**config.mk**
```make
export PLATFORM = sky130hd
export DESIGN_NAME = mips_boot_ctrl
export DESIGN_NICKNAME = d
export VERILOG_FILES = /design/src/rtl/mips_boot_ctrl.sv
export SDC_FILE = /design/constraint.sdc
export NUM_CORES = 1
export LEC_CHECK = 0
export BUFFER_PORTS_ARGS = -buffer_cell sky130_fd_sc_hd__buf_2
export CORE_MARGIN = 2
export CORE_UTILIZATION = 38
export CTS_CLUSTER_DIAMETER = 40
export DETAILED_ROUTE_END_ITERATION = 7
export MAX_ROUTING_LAYER = met4
export PLACE_DENSITY = 0.67
export SETUP_SLACK_MARGIN = 0.05
export SYNTH_ARGS = -nofsm -noshare
export SYNTH_HDL_FRONTEND = slang
export SYNTH_SLANG_ARGS = --single-unit
```
**constraint.sdc**
```tcl
create_clock -name clk -period 2.9 [get_ports clk]
set_input_delay 0.435 -clock clk [delete_from_list [all_inputs] [get_ports clk]]
set_output_delay 0.435 -clock clk [all_outputs]
set_load 0.02 [all_outputs]
```
**src/rtl/mips_boot_ctrl.sv**
```systemverilog
// Load/run/dump sequencer for the pipe_MIPS32 core: streams a program into memory,
// initialises the register file, releases the core and streams a memory window back out.
module mips_boot_ctrl #(
  parameter int DATA_W         = 32,
  parameter int ADDR_W         = 10,
  parameter int NUM_REGS       = 32,
  parameter int REG_INIT_MODE  = 1,
  parameter int PC_RESET       = 0,
  parameter int TIMEOUT_CYCLES = 1000
) (
  input  logic              clk,
  input  logic              reset,
  input  logic              start,
  input  logic              load_valid,
  output logic              load_ready,
  input  logic [ADDR_W-1:0] load_addr,
  input  logic [DATA_W-1:0] load_data,
  input  logic              load_last,
  output logic              mem_we,
  output logic              mem_re,
  output logic [ADDR_W-1:0] mem_addr,
  output logic [DATA_W-1:0] mem_wdata,
  input  logic [DATA_W-1:0] mem_rdata,
  output logic              reg_we,
  output logic [4:0]        reg_addr,
  output logic [DATA_W-1:0] reg_wdata,
  output logic              core_hold,
  output logic              core_pc_load,
  output logic [ADDR_W-1:0] core_pc,
  input  logic              core_halted,
  input  logic [ADDR_W-1:0] dump_base,
  input  logic [ADDR_W-1:0] dump_len,
  output logic              dump_valid,
  input  logic              dump_ready,
  output logic [DATA_W-1:0] dump_data,
  output logic              dump_last,
  output logic              busy,
  output logic              done,
  output logic              timeout
);

  localparam int CNT_W = $clog2(TIMEOUT_CYCLES + 1);

  typedef enum logic [2:0] {
    S_IDLE, S_LOAD, S_REGINIT, S_PCLOAD, S_RUN, S_DUMP_RD, S_DUMP_OUT, S_DONE
  } state_t;

  state_t            state, state_next;
  logic [5:0]        k;
  logic [CNT_W-1:0]  count;
  logic [ADDR_W-1:0] base, len, idx, idx_next;
  logic [DATA_W-1:0] data_q;
  logic              cap;
  logic              timeout_q;
  logic              last_reg, count_max;

  assign idx_next  = idx + 1'b1;
  assign last_reg  = (k == 6'(NUM_REGS - 1));
  assign count_max = (count == CNT_W'(TIMEOUT_CYCLES - 1));
  assign core_pc   = ADDR_W'(PC_RESET);
  assign timeout   = timeout_q;

  always_ff @(posedge clk or posedge reset) begin
    if (reset) state <= S_IDLE;
    else       state <= state_next;
  end

  always_comb begin
    state_next = state;
    case (state)
      S_IDLE:     if (start) state_next = S_LOAD;
      S_LOAD:     if (load_valid && load_last) state_next = S_REGINIT;
      S_REGINIT:  if (last_reg) state_next = S_PCLOAD;
      S_PCLOAD:   state_next = S_RUN;
      S_RUN: begin
        if (core_halted)    state_next = S_DUMP_RD;
        else if (count_max) state_next = S_DONE;
      end
      S_DUMP_RD:  state_next = (len == '0) ? S_DONE : S_DUMP_OUT;
      S_DUMP_OUT: if (dump_ready) state_next = (idx_next == len) ? S_DONE : S_DUMP_RD;
      S_DONE:     if (start) state_next = S_LOAD;
      default:    state_next = S_IDLE;
    endcase
  end

  // The first valid cycle forwards mem_rdata directly (cap=1) and latches it, so a
  // stalled word stays stable and an unstalled dump sustains one word per two cycles.
  always_ff @(posedge clk or posedge reset) begin
    if (reset) begin
      k         <= '0;
      count     <= '0;
      base      <= '0;
      len       <= '0;
      idx       <= '0;
      data_q    <= '0;
      cap       <= 1'b0;
      timeout_q <= 1'b0;
    end else begin
      case (state)
        S_LOAD:    k <= '0;
        S_REGINIT: k <= k + 1'b1;
        S_PCLOAD:  count <= '0;
        S_RUN: begin
          count <= count + 1'b1;
          if (core_halted) begin
            base <= dump_base;
            len  <= dump_len;
            idx  <= '0;
          end else if (count_max) begin
            timeout_q <= 1'b1;
          end
        end
        S_DUMP_RD: cap <= (len != '0);
        S_DUMP_OUT: begin
          if (cap) begin
            data_q <= mem_rdata;
            cap    <= 1'b0;
          end
          if (dump_ready) idx <= idx_next;
        end
        S_DONE: if (start) timeout_q <= 1'b0;
        default: ;
      endcase
    end
  end

  always_comb begin
    load_ready   = 1'b0;
    mem_we       = 1'b0;
    mem_re       = 1'b0;
    mem_addr     = '0;
    mem_wdata    = '0;
    reg_we       = 1'b0;
    reg_addr     = '0;
    reg_wdata    = '0;
    core_hold    = 1'b1;
    core_pc_load = 1'b0;
    dump_valid   = 1'b0;
    dump_data    = '0;
    dump_last    = 1'b0;
    busy         = 1'b1;
    done         = 1'b0;
    case (state)
      S_IDLE: busy = 1'b0;
      S_LOAD: begin
        load_ready = 1'b1;
        if (load_valid) begin
          mem_we    = 1'b1;
          mem_addr  = load_addr;
          mem_wdata = load_data;
        end
      end
      S_REGINIT: begin
        reg_we    = 1'b1;
        reg_addr  = k[4:0];
        reg_wdata = (REG_INIT_MODE != 0) ? DATA_W'(k) : '0;
      end
      S_PCLOAD: core_pc_load = 1'b1;
      S_RUN:    core_hold = 1'b0;
      S_DUMP_RD: begin
        if (len != '0) begin
          mem_re   = 1'b1;
          mem_addr = base + idx;
        end
      end
      S_DUMP_OUT: begin
        dump_valid = 1'b1;
        dump_data  = cap ? mem_rdata : data_q;
        dump_last  = (idx_next == len);
      end
      S_DONE: begin
        busy = 1'b0;
        done = 1'b1;
      end
      default: ;
    endcase
  end

endmodule

```
==> flow_metrics.tcl <==
set metrics [dict create \
    core_area_um2 14000 \
    drt-initial-drc-count 161 \
    endpoint_kind "primary output" \
    finalSetupTns_ns 0 \
    cts_sinks 83 \
    syn_inst 574 \
    grt_pass1_vias 4423 \
    final_cells 954 \
    total_leakage_power_nw 3.56 \
    r2r-start "state[1]" \
    h-tree-depth 3 \
    skew_ns 0.00945 \
    synth-xor-area-share 0.0394 \
    pin_count 233 \
    synth-warning-count 0 \
    wl_um 14400 \
    fill_cells 1322 \
    ir_drop_uv 489 \
    crit_type "flop to primary output" \
    cts_buffers 9 \
    die_y_um 124 \
    area_growth_pct 25.9 \
    max_slew.worst_pin.slew_ns 0.683 \
    finalHoldViolations 0 \
    yosysSeqAreaShare 0.378 \
    wl_per_cell_um 15.1 \
    clockBufferDepth 2 \
    place_area_um2 6500 \
    setup_viol 0 \
    min_period_ns 2.77 \
    die-area_um2 15400 \
    num_vias 4774 \
    ys_types 61 \
    drive_above_1_share 0.396 \
    cts_tree "built" \
    drc 0 \
    synth-seq-cells 83 \
    grt_max_degree 44 \
    grt_setup_unrepaired "true" \
    worstSetupStartpointType "flop" \
    dp_hpwl_um 11100 \
    max_slew_margin 0.544 \
    place_congestion 0.805 \
    max_freq_ghz 0.361 \
    crit_fanout 10 \
    whs_ns 0.179 \
    muxShareOfSynthArea 0.166 \
    ys.flop_type "dfrtp_1" \
    grt_first_pass_wirelength_um 21900 \
    highest_layer "met4" \
    wl_met1_um 6040 \
    antenna_found_initial 4 \
    synthSimpleGateAreaFrac 0.163 \
    firstDrtPassIters 4 \
    place_inst 928 \
    synth-compound-area-share 0.125 \
    final_cell_mix "buf_2, dfrtp_1, nor2_1, mux2_2" \
    synth-edff-count 0 \
    synth_fa_ha_area_frac 0.0310 \
    synth_area_per_cell_um2 9.56 \
    root_buffer "clkbuf_16" \
    num_rows 43 \
    r2r_slack_ns 0.63 \
    grt_overflow 0 \
    final_common_cell "buf_2" \
    multi_input_area_um2 3040 \
    final_max_slew_viol_count 0 \
    viasPerCell 5.00 \
    synthArstFlopShare 1.00 \
    synth_top_family_by_area "multiplexers" \
    p_per_area_nw_per_um2 933 \
    wl_met2_um 7040 \
    start_util 0.392 \
    cap_violations 0 \
    nNetsFinal 879 \
    hold_class "primary input to asynchronous set/reset pin" \
    crit_required_ns 2.47 \
    r2r.worst_path.cells 7 \
    status "finished, final reports clean" \
    power_w 0.00645 \
    holdBufCountCts 0 \
    netlist_area_um2 5490 \
    final_area_um2 6910 \
    regArea_um2 2080 \
    ant_nets 0 \
    period_share 0.956 \
    fp.dieW_um 124 \
    met3_length_um 1170 \
    r2r_end "data_q[28]" \
    clkLatencyLatePin_ns 0.35 \
    critPathArrivalTime_ns 2.34 \
    critPathLaunch "idx[1]" \
    path_clk_slew_ns 0.06 \
    numPortBuffers 196 \
    grtUsageTotal 0.190 \
]
-- critical path, cell delays in order, from the launching register on --
cell and delay, ns:
dfrtp_2 0.40, buf_4 0.13, ha_2 0.28, nand3_2 0.14, nor4_1 0.27, a31oi_1 0.11
a2111oi_4 0.43, buf_2 0.23
-- cells by family after synthesis --
kind of cell | count (synthesis)
AOI/OAI and AO/OA | 105
xor gates and xnor gates | 23
adders and majority gates | 13
buffers and inverters | 91
DFF | 83
muxes | 85
other | 1
and+or+nand+nor | 173
-- metrics by stage --
step,util,setup WS (ns)
finish,0.494,0.128
CTS,0.490,0.0491
global placement,0.464,0.384
detailed placement,0.464,0.360
floorplan,-,0.328
global route,0.494,0.00562
-- power breakdown --
part,internal (W),leakage (nW),switching [W]
logic,0.00139,2.38,0.00178
registers,0.00163,1.02,0.000370
clock network,0.000801,0.159,0.000472
total,0.00382,3.56,0.00263
-- how the worst max path moves through the flow --
stage | end | slack [ns] | cells after the start
6_report | dump_last | 0.13 | 7
5_1_grt | mem_addr[8] | 0.006 | 10
3_5_place_dp | mem_addr[7] | 0.36 | 8
4_1_cts | mem_addr[7] | 0.05 | 8
2_1_floorplan | base[0] | 0.33 | 1
3_3_place_gp | mem_addr[8] | 0.38 | 8
-- per-layer routing --
metal | vias to the layer above | global-route usage
met2 | 175 | 0.322
met5 | - | -
met4 | 0 | 0.0527
met1 | 2231 | 0.229
li1 | 2353 | -
met3 | 15 | 0.0403
-- area by class of cell --
cell class / count / area share
antenna: 4 / 0.00145
timing repair buffer: 216 / 0.166
inverter: 20 / 0.0110
tap: 180 / 0.0326
sequential: 83 / 0.302
multi-input combinational: 435 / 0.440
clock inverter: 4 / 0.0105
clock buffer: 12 / 0.0371
-- flip-flops by register name, indices dropped and copies added, names as in the netlist --
| name | count |
|---|---|
| base | 10 |
| cap | 1 |
| count | 10 |
| data_q | 32 |
| idx | 10 |
| k | 6 |
| len | 10 |
| state | 3 |
| timeout | 1 |
-- timing repair --
item	4_1_cts	5_1_grt
endpoints found under the setup margin	3	4
setup buffers	2	4
gates resized for setup	5	6
pin swaps	1	2
-- synth_stat cells, types with 5 or more instances --
cell,number,share of area
xor2_1,10,0.016
nand3_1,18,0.016
clkbuf_1,14,0.0096
a22o_1,5,0.0080
mux2i_1,35,0.064
and3_1,42,0.048
buf_4,43,0.059
buf_2,10,0.0091
a31oi_1,7,0.0080
o21ai_0,43,0.039
inv_1,18,0.012
nor2_1,51,0.035
nand2_1,33,0.023
a21oi_1,15,0.014
ha_1,12,0.027
xnor2_1,11,0.018
dfrtp_1,83,0.38
o31ai_1,7,0.0096
mux2_2,47,0.096
No activity file was read; power rests on OpenSTA's default activity.
